File: config.mk
export PLATFORM = sky130hd
export DESIGN_NAME = bot_update_sched_flat
export DESIGN_NICKNAME = d
export VERILOG_FILES = /design/src/rtl/bot_update_sched_if.sv /design/src/rtl/bot_update_sched.sv /design/src/flat_wrapper.sv
export SDC_FILE = /design/constraint.sdc
export NUM_CORES = 1
export LEC_CHECK = 0
export ABC_AREA = 1
export CORE_UTILIZATION = 48
export DETAILED_ROUTE_END_ITERATION = 8
export PLACE_DENSITY_LB_ADDON = 0.2
export SLEW_MARGIN = 25
export SYNTH_ARGS = -nofsm -noshare
export SYNTH_HDL_FRONTEND = slang
export SYNTH_SLANG_ARGS = --single-unit
File: constraint.sdc
create_clock -name sysclk -period 3.9 [get_ports sysclk]
set_clock_uncertainty 0.2 [all_clocks]
set_input_delay 0.585 -clock sysclk [delete_from_list [all_inputs] [get_ports sysclk]]
set_output_delay 0.585 -clock sysclk [all_outputs]
set_load 0.01 [all_outputs]
File: src/rtl/bot_update_sched_if.sv
// Bus bundle for bot_update_sched: bot register inputs, PicoBlaze handshake,
// vblank pulse and the CPU/video register outputs.
interface bot_update_sched_if #(
   parameter int unsigned OVR_W = 8
);
   logic             upd_sysregs;
   logic [7:0]       LocX_in;
   logic [7:0]       LocY_in;
   logic [7:0]       BotInfo_in;
   logic [7:0]       Sensors_in;
   logic             interrupt_ack;
   logic             vblank_start;
   logic             interrupt;
   logic [7:0]       LocX_cpu;
   logic [7:0]       LocY_cpu;
   logic [7:0]       BotInfo_cpu;
   logic [7:0]       Sensors_cpu;
   logic [7:0]       LocX_vid;
   logic [7:0]       LocY_vid;
   logic [7:0]       BotInfo_vid;
   logic [OVR_W-1:0] overrun_cnt;

   modport slave (
      input  upd_sysregs, LocX_in, LocY_in, BotInfo_in, Sensors_in,
      input  interrupt_ack, vblank_start,
      output interrupt, LocX_cpu, LocY_cpu, BotInfo_cpu, Sensors_cpu,
      output LocX_vid, LocY_vid, BotInfo_vid, overrun_cnt
   );

   modport master (
      output upd_sysregs, LocX_in, LocY_in, BotInfo_in, Sensors_in,
      output interrupt_ack, vblank_start,
      input  interrupt, LocX_cpu, LocY_cpu, BotInfo_cpu, Sensors_cpu,
      input  LocX_vid, LocY_vid, BotInfo_vid, overrun_cnt
   );
endinterface

File: src/rtl/bot_update_sched.sv
// Bot register update scheduler: CPU snapshot + interrupt with timeout retry,
// and a vblank-synchronised video shadow. BOT_SCHED_OVERRUN_CNT_EN builds the overrun counter.
module bot_update_sched #(
   parameter logic [15:0] TIMEOUT_CYCLES = 16'd1000,
   parameter int unsigned OVR_W          = 8
) (
   input logic               sysclk,
   input logic               sysreset,
   bot_update_sched_if.slave bus
);

   typedef enum logic [1:0] {
      ST_IDLE  = 2'd0,
      ST_REQ   = 2'd1,
      ST_RETRY = 2'd2
   } state_e;

   state_e      state_q, state_d;
   logic [15:0] tmo_q, tmo_d;
   logic        interrupt_q, interrupt_d;
   logic [7:0]  locx_cpu_q, locx_cpu_d;
   logic [7:0]  locy_cpu_q, locy_cpu_d;
   logic [7:0]  info_cpu_q, info_cpu_d;
   logic [7:0]  sens_cpu_q, sens_cpu_d;
   logic [7:0]  locx_pend_q, locx_pend_d;
   logic [7:0]  locy_pend_q, locy_pend_d;
   logic [7:0]  info_pend_q, info_pend_d;
   logic        vid_dirty_q, vid_dirty_d;
   logic [7:0]  locx_vid_q, locx_vid_d;
   logic [7:0]  locy_vid_q, locy_vid_d;
   logic [7:0]  info_vid_q, info_vid_d;

   // Request FSM, CPU snapshot and video double-buffer
   always_comb begin
      state_d     = state_q;
      tmo_d       = tmo_q;
      locx_cpu_d  = locx_cpu_q;
      locy_cpu_d  = locy_cpu_q;
      info_cpu_d  = info_cpu_q;
      sens_cpu_d  = sens_cpu_q;
      locx_pend_d = locx_pend_q;
      locy_pend_d = locy_pend_q;
      info_pend_d = info_pend_q;
      vid_dirty_d = vid_dirty_q;
      locx_vid_d  = locx_vid_q;
      locy_vid_d  = locy_vid_q;
      info_vid_d  = info_vid_q;

      case (state_q)
         ST_IDLE: begin
            if (bus.upd_sysregs) begin
               locx_cpu_d = bus.LocX_in;
               locy_cpu_d = bus.LocY_in;
               info_cpu_d = bus.BotInfo_in;
               sens_cpu_d = bus.Sensors_in;
               tmo_d      = 16'd0;
               state_d    = ST_REQ;
            end
         end
         ST_REQ: begin
            // Ack takes priority over both the timeout and a concurrent update
            if (bus.interrupt_ack) begin
               tmo_d   = 16'd0;
               state_d = ST_IDLE;
            end else if (tmo_q == 16'(TIMEOUT_CYCLES - 16'd1)) begin
               tmo_d   = 16'd0;
               state_d = ST_RETRY;
            end else begin
               tmo_d = 16'(tmo_q + 16'd1);
            end
         end
         ST_RETRY: begin
            tmo_d   = 16'd0;
            state_d = ST_REQ;
         end
         default: begin
            tmo_d   = 16'd0;
            state_d = ST_IDLE;
         end
      endcase

      interrupt_d = (state_d == ST_REQ);

      // Publish the old buffer first so a same-cycle update stays pending
      if (bus.vblank_start && vid_dirty_q) begin
         locx_vid_d  = locx_pend_q;
         locy_vid_d  = locy_pend_q;
         info_vid_d  = info_pend_q;
         vid_dirty_d = 1'b0;
      end
      if (bus.upd_sysregs) begin
         locx_pend_d = bus.LocX_in;
         locy_pend_d = bus.LocY_in;
         info_pend_d = bus.BotInfo_in;
         vid_dirty_d = 1'b1;
      end
   end

   always_ff @(posedge sysclk or posedge sysreset) begin
      if (sysreset) begin
         state_q     <= ST_IDLE;
         tmo_q       <= 16'd0;
         interrupt_q <= 1'b0;
         locx_cpu_q  <= 8'h00;
         locy_cpu_q  <= 8'h00;
         info_cpu_q  <= 8'h00;
         sens_cpu_q  <= 8'h00;
         locx_pend_q <= 8'h00;
         locy_pend_q <= 8'h00;
         info_pend_q <= 8'h00;
         vid_dirty_q <= 1'b0;
         locx_vid_q  <= 8'h00;
         locy_vid_q  <= 8'h00;
         info_vid_q  <= 8'h00;
      end else begin
         state_q     <= state_d;
         tmo_q       <= tmo_d;
         interrupt_q <= interrupt_d;
         locx_cpu_q  <= locx_cpu_d;
         locy_cpu_q  <= locy_cpu_d;
         info_cpu_q  <= info_cpu_d;
         sens_cpu_q  <= sens_cpu_d;
         locx_pend_q <= locx_pend_d;
         locy_pend_q <= locy_pend_d;
         info_pend_q <= info_pend_d;
         vid_dirty_q <= vid_dirty_d;
         locx_vid_q  <= locx_vid_d;
         locy_vid_q  <= locy_vid_d;
         info_vid_q  <= info_vid_d;
      end
   end

`ifdef BOT_SCHED_OVERRUN_CNT_EN
   logic [OVR_W-1:0] ovr_q, ovr_d;

   // Updates that arrive while a request is outstanding are dropped and counted
   always_comb begin
      ovr_d = ovr_q;
      if (bus.upd_sysregs && (state_q != ST_IDLE) && (ovr_q != {OVR_W{1'b1}})) begin
         ovr_d = OVR_W'(ovr_q + OVR_W'(1));
      end
   end

   always_ff @(posedge sysclk or posedge sysreset) begin
      if (sysreset) begin
         ovr_q <= OVR_W'(0);
      end else begin
         ovr_q <= ovr_d;
      end
   end

   assign bus.overrun_cnt = ovr_q;
`else
   assign bus.overrun_cnt = OVR_W'(0);
`endif

   assign bus.interrupt   = interrupt_q;
   assign bus.LocX_cpu    = locx_cpu_q;
   assign bus.LocY_cpu    = locy_cpu_q;
   assign bus.BotInfo_cpu = info_cpu_q;
   assign bus.Sensors_cpu = sens_cpu_q;
   assign bus.LocX_vid    = locx_vid_q;
   assign bus.LocY_vid    = locy_vid_q;
   assign bus.BotInfo_vid = info_vid_q;

endmodule

File: src/flat_wrapper.sv
// flat-port wrapper written by rule: the top's interface ports become plain ports
module bot_update_sched_flat 
#(
   parameter logic [15:0] TIMEOUT_CYCLES = 16'd1000,
   parameter int unsigned OVR_W          = 8
)
  (sysclk, sysreset, bus_upd_sysregs, bus_LocX_in, bus_LocY_in, bus_BotInfo_in, bus_Sensors_in, bus_interrupt_ack, bus_vblank_start, bus_interrupt, bus_LocX_cpu, bus_LocY_cpu, bus_BotInfo_cpu, bus_Sensors_cpu, bus_LocX_vid, bus_LocY_vid, bus_BotInfo_vid, bus_overrun_cnt);
  bot_update_sched_if #(.OVR_W(OVR_W)) bus_i ();
  input logic sysclk;
  input logic sysreset;
  input wire logic [$bits(bus_i.upd_sysregs)-1:0] bus_upd_sysregs;
  input wire logic [$bits(bus_i.LocX_in)-1:0] bus_LocX_in;
  input wire logic [$bits(bus_i.LocY_in)-1:0] bus_LocY_in;
  input wire logic [$bits(bus_i.BotInfo_in)-1:0] bus_BotInfo_in;
  input wire logic [$bits(bus_i.Sensors_in)-1:0] bus_Sensors_in;
  input wire logic [$bits(bus_i.interrupt_ack)-1:0] bus_interrupt_ack;
  input wire logic [$bits(bus_i.vblank_start)-1:0] bus_vblank_start;
  output wire logic [$bits(bus_i.interrupt)-1:0] bus_interrupt;
  output wire logic [$bits(bus_i.LocX_cpu)-1:0] bus_LocX_cpu;
  output wire logic [$bits(bus_i.LocY_cpu)-1:0] bus_LocY_cpu;
  output wire logic [$bits(bus_i.BotInfo_cpu)-1:0] bus_BotInfo_cpu;
  output wire logic [$bits(bus_i.Sensors_cpu)-1:0] bus_Sensors_cpu;
  output wire logic [$bits(bus_i.LocX_vid)-1:0] bus_LocX_vid;
  output wire logic [$bits(bus_i.LocY_vid)-1:0] bus_LocY_vid;
  output wire logic [$bits(bus_i.BotInfo_vid)-1:0] bus_BotInfo_vid;
  output wire logic [$bits(bus_i.overrun_cnt)-1:0] bus_overrun_cnt;
  assign bus_i.upd_sysregs = bus_upd_sysregs;
  assign bus_i.LocX_in = bus_LocX_in;
  assign bus_i.LocY_in = bus_LocY_in;
  assign bus_i.BotInfo_in = bus_BotInfo_in;
  assign bus_i.Sensors_in = bus_Sensors_in;
  assign bus_i.interrupt_ack = bus_interrupt_ack;
  assign bus_i.vblank_start = bus_vblank_start;
  assign bus_interrupt = bus_i.interrupt;
  assign bus_LocX_cpu = bus_i.LocX_cpu;
  assign bus_LocY_cpu = bus_i.LocY_cpu;
  assign bus_BotInfo_cpu = bus_i.BotInfo_cpu;
  assign bus_Sensors_cpu = bus_i.Sensors_cpu;
  assign bus_LocX_vid = bus_i.LocX_vid;
  assign bus_LocY_vid = bus_i.LocY_vid;
  assign bus_BotInfo_vid = bus_i.BotInfo_vid;
  assign bus_overrun_cnt = bus_i.overrun_cnt;
  bot_update_sched #(.TIMEOUT_CYCLES(TIMEOUT_CYCLES), .OVR_W(OVR_W)) u_core (.sysclk(sysclk), .sysreset(sysreset), .bus(bus_i));
endmodule
Word level (Yosys, flattened, before mapping) --
Index checks and enable logic that the tools add are counted.
Operators by class: add/sub/neg operators 1, equal/unequal tests 5, multiplexer cells 10, reductions and logical operators 4
Operator list (count):
- two-way mux 16 bit | 3
- one-hot mux 16 bit (2 select lines) | 1
- adder 16 x 1 -> 16 bit, second input constant | 1
- == test 16 x 10 -> 1 bit, second input constant | 1
- two-way mux 2 bit | 3
- one-hot mux 2 bit (3 select lines) | 1
- == test 2 x 1 -> 1 bit, second input constant | 2
- == test 2 bit, second input constant | 1
- logical NOT 2 bit | 1
- two-way mux 1 bit | 2
- inequality test 2 bit, second input constant | 1
- AND reduction 2 bit | 1
- nonzero test 2 bit | 1
- logical AND 1 bit | 1
Word-level totals: register bits 100, output and inout bits 65

Logic depth before layout (Yosys ltp) --
Gate-level depths: netlist of the first run.
depth in word-level cells 5, gate-level depth with buffers 10

Worst setup path after synthesis of the first run --
No wires, ideal clock.
path kind register to register, start point register u_core.tmo_q[0], end point register u_core.tmo_q[6], library setup time 0.126 ns, data arrival time 1.211 ns, required time 3.574 ns, setup slack 2.363 ns, cell stages (with the launch flop) 10, clock period less this slack 1.537 ns, cells stage by stage dfrtp_1 ha_1 nand2_1 inv_1 nand2_1 nor2_1 nand2_2 nand2_2 buf_6 o22ai_2
On the way: word-level cells in the longest chain between the ends 4, elaborated cells between the ends (all ways) 5
RTL lines:
- start, declared | RTL line bot_update_sched.sv:19 | logic [15:0] tmo_q, tmo_d;
- start signal, assigned | RTL line bot_update_sched.sv:117 | tmo_q <= tmo_d;
- adder 16 x 1 -> 16 bit / == test 16 x 10 -> 1 bit (equally long branches) | RTL line bot_update_sched.sv:69, bot_update_sched.sv:65
- two-way mux 16 bit * | RTL line bot_update_sched.sv:65 | end else if (tmo_q == 16'(TIMEOUT_CYCLES - 16'd1)) begin
- two-way mux 16 bit * | RTL line bot_update_sched.sv:62 | if (bus.interrupt_ack) begin
- one-hot mux 16 bit (2 select lines) * | RTL line bot_update_sched.sv:49 | case (state_q)
Every way passes the cells marked *; elsewhere a longest branch is shown, timed or not. A chain may end at the register's enable or synchronous reset.

Worst setup path in the final report of the first run --
start point register u_core.locy_cpu_q[0] (netlist: u_core.bus.LocY_cpu[0]), end point output bus_LocY_cpu[0]
RTL lines:
- start, declared | RTL line bot_update_sched.sv:22 | logic [7:0] locy_cpu_q, locy_cpu_d;
- start signal, assigned | RTL line bot_update_sched.sv:120 | locy_cpu_q <= locy_cpu_d;
- end, declared | RTL line flat_wrapper.sv:20 | output wire logic [$bits(bus_i.LocY_cpu)-1:0] bus_LocY_cpu;
No word-level cell between the ends.

==> flow_summary_export.csv, run 1 <==
group,metric,value,unit
yosys,synthesis.area,4360,um^2
yosys,yosys_warnings,0,
worst_setup_path,crit_family,"buffers and inverters",
power_and_ir_drop,p_int,1.79,mW
power_and_ir_drop,p_comb_frac,0.243,
worst_setup_path,cp-end-kind,"primary output",
final_layout,fin_cells,614,
sta,setup_ws,1.80,ns
floorplanning,fp.dieH,97.3,um
clocking,numCtsBuffers,9,
grt,first_global_vias,3020,
grt,grt_max_degree,101,
grt,antenna_found_initial,0,
worst_setup_path,reg2reg_from,"u_core.tmo_q[1]",
clocking,postCtsSetupBuffers,0,
worst_setup_path,crit_type,"flip-flop to primary output",
yosys,ys_ff_latch,100,
worst_setup_path,required,3.12,ns
placement,port_buffers,93,
clocking,htree_levels,3,
sta,whs,0.298,ns
power_and_ir_drop,p_sw_frac,0.284,
worst_setup_path,reg2reg_slack,1.96,ns
sta,finalHoldViolCount,0,
clocking,clkSinkCount,100,
worst_setup_path,worstSetupStartpointType,"flip-flop",
power_and_ir_drop,cellPowerDensity,452,nW/um^2
worst_setup_path,cp.arrival,1.31,ns
power_and_ir_drop,clockPowerShare,0.256,
detailed_routing,drtAntennaViolNets,0,
floorplanning,start_util,0.497,
floorplanning,dieArea,9460,um^2
floorplanning,chipWidth,97.3,um
detailed_routing,wl,8430,um
clocking,cts_hold_buf,0,
grt,overflow,0,
yosys,synth_top_area_cell,"dfrtp_1",
placement,dp_hpwl,5680,um
detailed_routing,via_per_inst,4.89,
min_path,holdPathStages,2,
clocking,cts_tree,"done",
final_layout,layout-drive-gt1-share,0.154,
grt,grt_pass1_wl,14300,um
clocking,insertion_delay,0.37,ns
min_path,worstHoldStart,"u_core.bus.BotInfo_vid[7]",
worst_setup_path,crit_path_top_delay_cell,"clkdlybuf4s50_1",
sta,slew_headroom,0.584,
yosys,syn_avg_cell_area,10.6,um^2
floorplanning,io_pins,102,
detailed_routing,num_vias,3003,
sta,final.setup.tns,0,ns
worst_setup_path,cpPeakStageDelay,0.55,ns
placement,dp.cells,598,
job,maxCapViolCount,0,
worst_setup_path,timing.rr.end,"u_core.tmo_q[12]",
floorplanning,placementRows,34,
clocking,ctsResizeCount,0,
power_and_ir_drop,p_leak,2.60,nW
clocking,cts_buffer_depth,2,
power_and_ir_drop,p_switching,708,uW
yosys,synth_seq_area_share,0.574,
yosys,synth_cells,410,
sta,worst_pin_slew,0.623,ns
detailed_routing,wl_per_cell,13.7,um
final_layout,insertedDiodeCount,0,
sta,setup_viol,0,
power_and_ir_drop,sequentialPowerShare,0.501,
status,status,"completed",
worst_setup_path,crit_fanout,2,
clocking,ctsRootBufferMaster,"clkbuf_8",
min_path,hold_end,"u_core.bus.BotInfo_vid[7]",
min_path,hp-class,"flip-flop to flip-flop",
power_and_ir_drop,ir_worst_vdd,0.244,mV
yosys,ys_types,31,
sta,finalCriticalPeriod,2.10,ns
placement,place_ws,1.65,ns
clocking,cts.clk_slew.worst_paths,0.11,ns
yosys,synth_top_area_frac,0.574,
final_layout,final_nets,539,
sta,rsz0062_at_grt,"no",
worst_setup_path,reg2reg_depth,10,
grt,grt_use_total,0.190,
worst_setup_path,timing.critical_path.buf_inv,1,
final_layout,area_delta_synth_final,26.7,%
detailed_routing,drt-pass1-iter-count,4,
sta,slew_violations,0,
placement,finalWeightedCongestion,0.870,
detailed_routing,drt_iter0_drc,123,
floorplanning,core,8760,um^2
sta,period_share,0.538,
yosys,synth.area.top_cells,"dfrtp_1 57%, mux2_4 9.6%, nand2_1 7.7%",
detailed_routing,drc,0,
sta,fmax,477,MHz
worst_setup_path,crit_chain,"clkdlybuf4s50_1",
[layer usage]
layer | GRT usage | share of wire | vias to the layer above
met5 | 0 | 0 | -
met4 | 0.0588 | 0.019 | 0
met3 | 0.0655 | 0.064 | 15
met2 | 0.291 | 0.46 | 89
met1 | 0.255 | 0.46 | 1421
li1 | - | - | 1478
[registers in the layout, summed over array words and instances (netlist names)]
| signal | count |
|---|---|
| u_core.state_q | 2 |
| u_core.bus.LocY_vid | 8 |
| u_core.bus.LocX_cpu | 8 |
| u_core.vid_dirty_q | 1 |
| u_core.bus.BotInfo_vid | 8 |
| u_core.bus.LocY_cpu | 8 |
| u_core.tmo_q | 16 |
| u_core.locy_pend_q | 8 |
| u_core.bus.LocX_vid | 8 |
| u_core.locx_pend_q | 8 |
| u_core.info_pend_q | 8 |
| u_core.bus.Sensors_cpu | 8 |
| u_core.bus.BotInfo_cpu | 8 |
| u_core.bus.interrupt | 1 |
[final cells by class]
cell class                      instances  area, um^2
Fill cell                             730        3240
Sequential cell                       100        2500
Multi-Input combinational cell        248        1560
Timing Repair Buffer                   96         961
Inverter                               46         175
Tap cell                              108         135
Clock buffer                           10         128
Clock inverter                          6        65.1
[power by group through the flow]
stage / Combinational, mW / Sequential [mW] / Clock (mW)
after global placement: 0.605 / 1.26 / 0
after floorplan: 0.250 / 1.32 / 0
after CTS: 0.615 / 1.25 / 0.665
final: 0.606 / 1.25 / 0.639
after global routing: 0.659 / 1.27 / 0.707
after detailed placement: 0.613 / 1.27 / 0
[placed cells by master, fill, tap and decap left out, types with 2 or more instances in the layout]
| cell type | Yosys | final |
|---|---|---|
| inv_6 | 0 | 2 |
| nor3_1 | 2 | 2 |
| nand4_1 | 6 | 6 |
| nand3_1 | 11 | 11 |
| nand2_2 | 7 | 7 |
| o21bai_1 | 3 | 3 |
| mux2_4 | 28 | 28 |
| buf_4 | 8 | 2 |
| clkdlybuf4s50_1 | 0 | 92 |
| nand2_4 | 3 | 3 |
| inv_8 | 0 | 2 |
| o21ai_0 | 50 | 50 |
| o21ai_2 | 5 | 5 |
| nand2_1 | 89 | 89 |
| conb_1 | 1 | 8 |
| mux2_2 | 4 | 4 |
| nor2_1 | 10 | 10 |
| xor2_1 | 6 | 6 |
| inv_1 | 45 | 44 |
| clkbuf_8 | 0 | 9 |
| nor2_4 | 4 | 4 |
| nor2_2 | 4 | 4 |
| dfrtp_1 | 100 | 100 |
[cell usage after synthesis]
cell        n
o21ai_2     5
nand3_1    11
o21bai_1    3
nand2_1    89
o21ai_0    50
mux2_4     28
conb_1      1
nor3_1      2
xnor2_1     1
ha_1        1
a21boi_1    1
buf_2       6
o22ai_1     1
xor2_1      6
nand2_4     3
buf_4       8
clkbuf_1    5
o22ai_2     1
nand2_2     7
buf_6       4
dfrtp_1   100
nand4_1     6
inv_1      45
inv_2       1
nor4_1      1
nor2_1     10
nor2_2      4
mux2_2      4
nor2_4      4
a21oi_1     1
nand3_2     1
[logic make-up (layout without fill, tap and decap cells)]
family,after synthesis,after routing,synth area share
multiplexers,32,32,0.107
AO/OA/AOI/OAI,62,62,0.0798
flip-flops,100,100,0.574
buffers and inverters,69,158,0.0749
XOR/XNOR,7,7,0.0141
AND/OR/NAND/NOR,138,138,0.146
adder cells (fa/ha/maj),1,1,0.00287
other,1,8,0.000861
[worst max path at each step]
| stage | startpoint | end | slack (ns) | cells after the start |
|---|---|---|---|---|
| floorplan | sysreset | u_core.bus.BotInfo_cpu[0] | 0.50 | 1 |
| global placement | bus_upd_sysregs | u_core.tmo_q[15] | 1.68 | 9 |
| detailed placement | bus_upd_sysregs | u_core.tmo_q[15] | 1.65 | 9 |
| CTS | u_core.bus.LocY_cpu[0] | bus_LocY_cpu[0] | 1.78 | 1 |
| global route | u_core.bus.BotInfo_vid[0] | bus_BotInfo_vid[0] | 1.73 | 1 |
| finish | u_core.bus.LocY_cpu[0] | bus_LocY_cpu[0] | 1.80 | 1 |
[metrics by stage]
| stage | util | power (mW) | instance area [um^2] |
|---|---|---|---|
| 3_3_place_gp | 0.608 | 1.87 | 5330 |
| 3_5_place_dp | 0.608 | 1.88 | 5330 |
| 2_1_floorplan | - | 1.57 | 4380 |
| 4_1_cts | 0.630 | 2.53 | 5520 |
| 5_1_grt | 0.630 | 2.63 | 5520 |
| 6_report | 0.630 | 2.50 | 5520 |
No activity file was read; power rests on OpenSTA's default activity.
==> inputs of run 2 (changes only) <==
Settings changed: CORE_UTILIZATION 48 to 45.
Clock period 3.9 ns to 1.8 ns, I/O delays scaled along.
==> run 2 against run 1 <==
Net effect: worst hold slack worse by 0.25 ns; first-iteration DRC count shrank 31%; combinational power rose by 120%; largest cell class unchanged; critical endpoint is now bus_BotInfo_vid[3]; critical path type unchanged; non-clock buffer count up 10; highest routed layer unchanged; cell count increased by 5.0%; worst setup slack worse by 1.8 ns; die area up 6.5%.
==> flow_summary_export.csv, run 2 (same netlist as run 1, synthesis figures left out) <==
group,metric,value,unit
detailed_routing,drc,0,
min_path,hp-class,"input pin to flip-flop",
final_layout,post-route-util,0.618,
placement,dp_hpwl,5930,um
worst_setup_path,crit_type,"flip-flop to primary output",
power_and_ir_drop,p_switching,1.54,mW
final_layout,top_register,"u_core.tmo_q",
final_layout,final_common_cell,"dfrtp_1",
clocking,cts_buffer_depth,2,
sta,finalHoldViolCount,0,
status,status,"completed",
final_layout,area_delta_synth_final,32.2,%
grt,antenna_found_initial,0,
clocking,ctsRootBufferMaster,"clkbuf_8",
sta,setup_viol,0,
power_and_ir_drop,sequentialPowerShare,0.475,
detailed_routing,wl_per_cell,13.3,um
detailed_routing,drtAntennaViolNets,0,
sta,rsz0062_at_grt,"no",
detailed_routing,drt-pass1-iter-count,4,
power_and_ir_drop,cellPowerDensity,990,nW/um^2
grt,first_global_vias,3035,
detailed_routing,wl,8600,um
floorplanning,core,9330,um^2
final_layout,largest_reg_flops,16,
detailed_routing,num_vias,3015,
power_and_ir_drop,p_comb_frac,0.234,
clocking,htree_levels,3,
worst_setup_path,required,1.33,ns
power_and_ir_drop,p_sw_frac,0.269,
final_layout,final_nets,549,
placement,finalWeightedCongestion,0.825,
grt,grt_use_total,0.185,
worst_setup_path,cp-end-kind,"primary output",
power_and_ir_drop,clockPowerShare,0.291,
sta,fmax,572,MHz
placement,dp.cells,628,
power_and_ir_drop,p_int,4.17,mW
grt,grt_pass1_wl,14600,um
final_layout,fin_cells,645,
floorplanning,chipWidth,100,um
sta,slew_violations,0,
worst_setup_path,crit_chain,"clkdlybuf4s50_1",
grt,overflow,0,
clocking,clkSinkCount,100,
worst_setup_path,crit_fanout,2,
worst_setup_path,worstSetupStartpointType,"flip-flop",
worst_setup_path,crit_path_top_delay_cell,"clkdlybuf4s50_1",
power_and_ir_drop,ir_worst_vdd,0.636,mV
clocking,insertion_delay,0.37,ns
sta,period_share,0.971,
worst_setup_path,crit_family,"buffers and inverters",
floorplanning,dieArea,10100,um^2
clocking,cts.clk_slew.worst_paths,0.10,ns
sta,final.setup.tns,0,ns
floorplanning,placementRows,35,
job,maxCapViolCount,0,
grt,grt_max_degree,54,
power_and_ir_drop,p_leak,2.87,nW
final_layout,layout-drive-gt1-share,0.174,
sta,finalCriticalPeriod,1.75,ns
power_and_ir_drop,power.total,5.70,mW
final_layout,insertedDiodeCount,0,
clocking,cts_tree,"done",
floorplanning,start_util,0.467,
worst_setup_path,cpPeakStageDelay,0.55,ns
final_layout,fill_cells,808,
worst_setup_path,cp.arrival,1.28,ns
final_layout,mostFrequentLayoutCells,"100 x dfrtp_1, 89 x nand2_1, 74 x clkdlybuf4s50_1, 50 x o21ai_0, 44 x inv_1",
detailed_routing,drt_iter0_drc,85,
floorplanning,io_pins,102,
floorplanning,fp.dieH,100,um
placement,port_buffers,93,
detailed_routing,via_per_inst,4.67,
clocking,numCtsBuffers,9,
worst_setup_path,timing.critical_path.buf_inv,1,
## run 2: cell count changes in the layout (fill, tap and decap cells not counted), moves of 2 or more
cell / before / now
buf_12: 1 / 4
buf_4: 2 / 9
bufinv_16: 0 / 2
clkdlybuf4s50_1: 92 / 74
dlymetal6s2s_1: 0 / 17
## run 2: timing repair
action,in CTS,in global routing
hold buffers,0,0
resized for setup,1,19
gates cloned,0,0
pin swaps,0,1
endpoints found under the setup margin,1,27
buffers inserted,0,1
## run 2: per-layer routing
metal | up-vias | share of wire | wire (um) | global-route usage
met5 | - | 0 | 0 | 0
met4 | 0 | 0.0093 | 80 | 0.0435
met3 | 7 | 0.059 | 503 | 0.0641
met2 | 70 | 0.47 | 4050 | 0.286
met1 | 1443 | 0.46 | 3960 | 0.253
li1 | 1495 | - | - | -
## run 2: area by class of cell
class                           count  area (um^2)  area share
Tap cell                          129          161      0.0280
Clock inverter                      7          116      0.0202
Clock buffer                        9          124      0.0215
Inverter                           46          176      0.0306
Sequential cell                   100         2500       0.434
Multi-Input combinational cell    248         1570       0.272
Timing Repair Buffer              106         1110       0.193
## run 2: worst paths after layout
kind                                                 from                        end  slack (ns)  cells after the start
worst max-delay path            u_core.bus.BotInfo_vid[3]         bus_BotInfo_vid[3]        0.05                      1
min in group asynchronous                        sysreset      u_core.info_pend_q[1]        0.14                      3
worst min-delay path                      bus_upd_sysregs         u_core.vid_dirty_q        0.05                      3
worst max register to register            u_core.tmo_q[0]            u_core.tmo_q[6]        0.12                      9
max in group asynchronous                        sysreset      u_core.info_pend_q[6]        0.99                      3
worst min register to register  u_core.bus.BotInfo_vid[2]  u_core.bus.BotInfo_vid[2]        0.29                      2
## run 2: power by group through the flow
| stage | Combinational (mW) | Clock [mW] | Sequential (mW) |
|---|---|---|---|
| after global placement | 1.34 | 0 | 2.74 |
| after CTS | 1.37 | 1.71 | 2.71 |
| after floorplan | 0.542 | 0 | 2.85 |
| final | 1.34 | 1.66 | 2.71 |
| after detailed placement | 1.36 | 0 | 2.75 |
| after global routing | 1.45 | 1.79 | 2.75 |
## run 2: metrics by stage
step                setup WS [ns]  hold WS (ns)  instance area (um^2)
floorplan                   0.140         0.142                  4390
global placement           0.0660         0.269                  5460
detailed placement         0.0496         0.273                  5460
CTS                      0.000940        0.0488                  5700
global route             0.000234        0.0677                  5760
finish                     0.0525        0.0492                  5760
==> variant 1 (flow settings as in run 2) <==
Build with the macro `BOT_SCHED_OVERRUN_CNT_EN` defined.
--- a/src/rtl/bot_update_sched.sv
+++ b/src/rtl/bot_update_sched.sv
@@ -2,2 +2,4 @@
 // and a vblank-synchronised video shadow. BOT_SCHED_OVERRUN_CNT_EN builds the overrun counter.
+`define BOT_SCHED_OVERRUN_CNT_EN
+
 module bot_update_sched #(
Formal check against the unedited RTL: not equivalent (a bounded check fails within 4 cycles, from zero or initial values and one cycle with sysreset high).
==> variant 1 against run 2 <==
Highest routed layer unchanged; largest cell class unchanged; worst setup slack lost 18 ps; design area grew 7.9%; final cell count grew 11%; largest power group unchanged; critical endpoint is now bus_LocX_vid[7]; sequential cell count grew 8; maximum frequency shrank 1.0%; critical path type unchanged; total power grew 4.7%; synthesized area grew 7.2%; wire length grew 13%.
==> variant 1: results (changes against run 2) <==
stage,metric,value,unit,change
route,Total Wirelength,9.72,mm,+13%
power_and_ir_drop,clock group power,1.34,mW,-19%
cts,Post-CTS Resized,3,,+2
setup_path,Worst R2R Path Depth,8,,-1
yosys,Synth area leaders,"dfrtp_1, mux2_4, nand2_1, o21ai_0, inv_1",,
sta,hold slack,66.3,ps,+17.0 ps
power_and_ir_drop,total power,5.97,mW,+4.7%
route,via count,3440,,+14%
global_route,GR Util met1,0.274,,+0.0210
route,vias per cell,4.82,,+3.2%
setup_path,Reg-to-Reg End,u_core.bus.overrun_cnt[5]$_DFFE_PP0P_,,
worst_hold_path,hold path start,bus_upd_sysregs,,
place,GPL Wtd Cong,0.934,,+13%
global_route,pin count of the biggest net entering global routing,55,,+1.9%
setup_path,worst flop-to-flop path startpoint,u_core.bus.overrun_cnt[0]$_DFFE_PP0P_,,
global_route,Tot GR Track Use,0.193,,+0.00749
global_route,vias in the first global route,3334,,+9.9%
global_route,GR Util met3,0.0338,,-0.0302
yosys,Mapped Cells,459,,+12%
place,port buffer count,101,,+8.6%
global_route,first-pass GRT wire length,16.6,mm,+13%
finish,layout overhead on the synthesized area,33.1,%,
cts,Root Driver,clkbuf_8,,
setup_path,CP Data Arrival Time,1300,ps,+20 ps
power_and_ir_drop,leakage power,3.10,nW,+8.0%
power_and_ir_drop,Switch Pwr,1.72,mW,+12%
status,status,completed,,
finish,FILL cells,813,,+0.62%
yosys,count of cell types in the netlist,30,,-3.2%
place,DP Area,5890,µm²,+7.8%
power_and_ir_drop,worst IR drop on VDD,0.569,mV,-10%
setup_path,CP max stage delay,560,ps,
cts,Post CTS Setup Buffer Count,6,,+6
place,detailed placement HPWL,6.67,mm,+12%
worst_hold_path,worst hold path depth,3,,unchanged
setup_path,crit path max-delay cell type,clkdlybuf4s50_1,,
place,pre-CTS setup slack,13.6,ps,-36.0 ps
global_route,GR Util met2,0.287,,+0.00158
worst_hold_path,HP Class,input port to flop,,
finish,final net count,614,,+12%
route,initial DRC count,159,,+87%
place,placed instance count,687,,+9.4%
finish,fraction of final layout cells sized beyond drive strength 1,0.147,,-0.0279
yosys,synth cell count leaders,"nand2_1, dfrtp_1, o21ai_0",,
yosys,post-synthesis sequential area ratio,0.578,,+0.00425
power_and_ir_drop,Comb. pwr,1.64,mW,+22%
## variant 1: final cells by class
class | instances | area share
tap | 133 | 0.0268
clock buffer | 10 | 0.0205
sequential | 108 | 0.435
timing repair buffer | 120 | 0.202
clock inverter | 6 | 0.00785
multi-input combinational | 284 | 0.275
inverter | 52 | 0.0324
## variant 1: worst max path at each step
| stage | to | startpoint | slack (ps) | depth (start not counted) |
|---|---|---|---|---|
| global route | u_core.tmo_q[14]$_DFFE_PP0P_ | u_core.tmo_q[1]$_DFFE_PP0P_ | -20 | 10 |
| CTS | bus_overrun_cnt[3] | u_core.bus.overrun_cnt[3]$_DFFE_PP0P_ | 3 | 1 |
| detailed placement | u_core.tmo_q[11]$_DFFE_PP0P_ | u_core.tmo_q[1]$_DFFE_PP0P_ | 10 | 10 |
| global placement | u_core.tmo_q[11]$_DFFE_PP0P_ | u_core.tmo_q[1]$_DFFE_PP0P_ | 90 | 10 |
| finish | bus_LocX_vid[7] | u_core.bus.LocX_vid[7]$_DFFE_PP0P_ | 30 | 1 |
| floorplan | u_core.bus.BotInfo_cpu[0]$_DFFE_PP0P_ | sysreset | 30 | 1 |
## variant 1: worst register-to-register path, stage by stage, from the launching register on
cell and delay (ps):
dfrtp_1 400, buf_4 150, ha_1 240, nand3_2 100, nor2_4 60, a21oi_4 220, nand3_1 110, nand2_1 80
nand2_1 40
## variant 1: cells by family (layout without fill, tap and decap cells)
logic type,Yosys count,count (layout),synth area share
AOI/OAI and AO/OA,67,68,0.0763
xor gates and xnor gates,12,12,0.0225
adders and majority gates,2,2,0.00536
buffers and inverters,68,188,0.0637
DFF,108,108,0.578
muxes,32,32,0.101
and+or+nand+nor,170,170,0.152
## variant 1: per-layer routing
metal  up-vias  wire length, µm
li1       1692                -
met1      1631             4620
met2       100             4450
met3        17              435
met4         0              208
met5         -                0
==> variant 2 (flow settings as in run 2) <==
Without the edit above. Re-encode `state_e` (3 states) as one-hot, 3 bits wide.
--- a/src/rtl/bot_update_sched.sv
+++ b/src/rtl/bot_update_sched.sv
@@ -11,6 +11,6 @@
 
-   typedef enum logic [1:0] {
-      ST_IDLE  = 2'd0,
-      ST_REQ   = 2'd1,
-      ST_RETRY = 2'd2
+   typedef enum logic [2:0] {
+      ST_IDLE  = 3'b001,
+      ST_REQ   = 3'b010,
+      ST_RETRY = 3'b100
    } state_e;
Function: same outputs for any inputs over 10 cycles, from zero or initial values and one cycle with sysreset high; not proved beyond that.
==> variant 2 against run 2 <==
Maximum frequency rose by 0.17%; clock power fell by 16%; count of clock-buffer cells in the layout rose by 1; core utilization fell by 0.29 points; worst hold slack got worse by 26 ps; register-to-register slack improved by 20 ps; worst setup slack improved by 2.9 ps; design area fell by 1.4%; synthesized area fell by 1.2%; total power rose by 18%; sequential cell count rose by 1; wire length rose by 6.7%; critical path type unchanged; critical endpoint unchanged; largest power group unchanged; highest routed layer unchanged.
==> variant 2: results (changes against run 2) <==
stage,metric,value,unit,change
status,status,completed,,
yosys,Synth warnings,0,,unchanged
place,pre-CTS setup slack,58.0,ps,+8.39 ps
global_route,pin count of the biggest net entering global routing,49,,-9.3%
power_and_ir_drop,switching share of total power,0.311,,+0.0416
yosys,post-synthesis sequential area ratio,0.588,,+0.0133
power_and_ir_drop,worst IR drop on VDD,0.642,mV,+0.93%
route,initial DRC count,255,,+200%
sta,fin crit share,0.969,,-0.00163
setup_path,CP Data Arrival Time,1270,ps,
global_route,initial antenna violation count,0,,unchanged
route,Total Wirelength,9.17,mm,+6.7%
setup_path,crit path max-delay cell type,clkdlybuf4s50_1,,
yosys,count of cell types in the netlist,32,,+3.2%
global_route,vias in the first global route,3245,,+6.9%
global_route,first-pass GRT wire length,15.6,mm,+6.2%
finish,max FFs per register,16,,unchanged
route,via count,3252,,+7.9%
worst_hold_path,HP Class,input port to async pin,,
cts,CTS max path bufs,2,,unchanged
place,port buffer count,93,,unchanged
finish,"Most flops, register",u_core.tmo_q,,
place,GPL Wtd Cong,0.853,,+3.4%
route,DRT Pass-1 Iters,4,,unchanged
cts,"CTS clk-pin slew, worst paths",110,ps,
finish,# diodes,0,,unchanged
setup_path,crit-path max FO,2,,unchanged
sta,hold slack,23.5,ps,-25.8 ps
place,detailed placement HPWL,6.59,mm,+11%
yosys,Synth area leaders,"dfrtp_1, nand2_1, mux2_1, o21ai_0, inv_1",,
yosys,synth cell count leaders,"dfrtp_1, nand2_1, o21ai_0",,
cts,H-tree depth,3,,unchanged
yosys,share of flip-flops with an asynchronous set or reset,1.00,,unchanged
global_route,Tot GR Track Use,0.200,,+0.0149
setup_path,r2r setup slk,140,ps,+20 ps
finish,final net count,576,,+4.9%
setup_path,CP max stage delay,540,ps,
cts,worst skew pair latency,370,ps,about the same
cts,CTS Buf Count,9,,unchanged
setup_path,crit-path leading delay family,buffers and inverters,,
cts,Root Driver,clkbuf_8,,
power_and_ir_drop,leakage power,2.72,nW,-5.2%
finish,fraction of final layout cells sized beyond drive strength 1,0.103,,-0.0713
variant 2: cell types whose count changed after synthesis, sizes merged, moves of 2 or more:
cell	before	now
inv	46	53
nand2	99	96
nand3	12	15
nand4	6	8
nor2	18	40
o21ai	55	52
o22ai	2	0
xor2	6	4
variant 2: kinds of logic after synthesis:
| logic type | share of synthesized area |
|---|---|
| and+or+nand+nor | 0.165 |
| buffers and inverters | 0.0831 |
| xor gates and xnor gates | 0.00814 |
| other | 0.000871 |
| muxes | 0.0837 |
| adders and majority gates | 0.00291 |
| DFF | 0.588 |
| AOI/OAI and AO/OA | 0.0686 |
variant 2: layout make-up:
| type | count | area [µm²] |
|---|---|---|
| multi-input combinational | 265 | 1460 |
| inverter | 53 | 210 |
| clock buffer | 10 | 138 |
| sequential | 101 | 2530 |
| clock inverter | 6 | 52.6 |
| tap | 129 | 161 |
| fill | 811 | 3560 |
| timing repair buffer | 107 | 1120 |
| timing repair inverter | 1 | 6.26 |
variant 2: per-stage QoR:
stage | std cells | area (µm²)
6_report | 672 | 5680
5_1_grt | 672 | 5680
4_1_cts | 670 | 5600
3_5_place_dp | 653 | 5400
3_3_place_gp | 653 | 5400
2_1_floorplan | 442 | 4330
variant 2: metal layers:
metal  share of wire  global-route usage  routed length (µm)
met1            0.46               0.273                4190
met2            0.48               0.318                4380
met5               0                   0                   0
met4           0.015              0.0611                 140
met3           0.051              0.0481                 465
variant 2: power by group through the flow:
stage	Sequential (mW)	Clock (mW)	Combinational [mW]
final	3.07	1.39	2.28
after CTS	3.08	1.43	2.30
after floorplan	3.33	0	0.859
after global placement	3.10	0	2.24
after detailed placement	3.13	0	2.29
after global routing	3.14	1.54	2.48
variant 2: worst paths after layout:
kind,end,start,cells after the start
min in group sysclk,u_core.locy_pend_q[4]$_DFFE_PP0P_,bus_LocY_in[4],3
max reg2reg,u_core.tmo_q[14]$_DFFE_PP0P_,u_core.tmo_q[1]$_DFFE_PP0P_,7
min,u_core.bus.Sensors_cpu[5]$_DFFE_PP0P_,sysreset,2
max in group asynchronous,u_core.state_q[0]$_DFF_PP1_,sysreset,3
max,bus_BotInfo_vid[3],u_core.bus.BotInfo_vid[3]$_DFFE_PP0P_,1
min reg2reg,u_core.bus.BotInfo_vid[4]$_DFFE_PP0P_,u_core.bus.BotInfo_vid[4]$_DFFE_PP0P_,2
variant 2: repair_timing:
item                                    in CTS  in global routing
hold endpoints to repair                     1                  0
buffers inserted                             0                  1
resized for setup                            0                 25
hold buffers                                 1                  0
endpoints found under the setup margin       0                 28
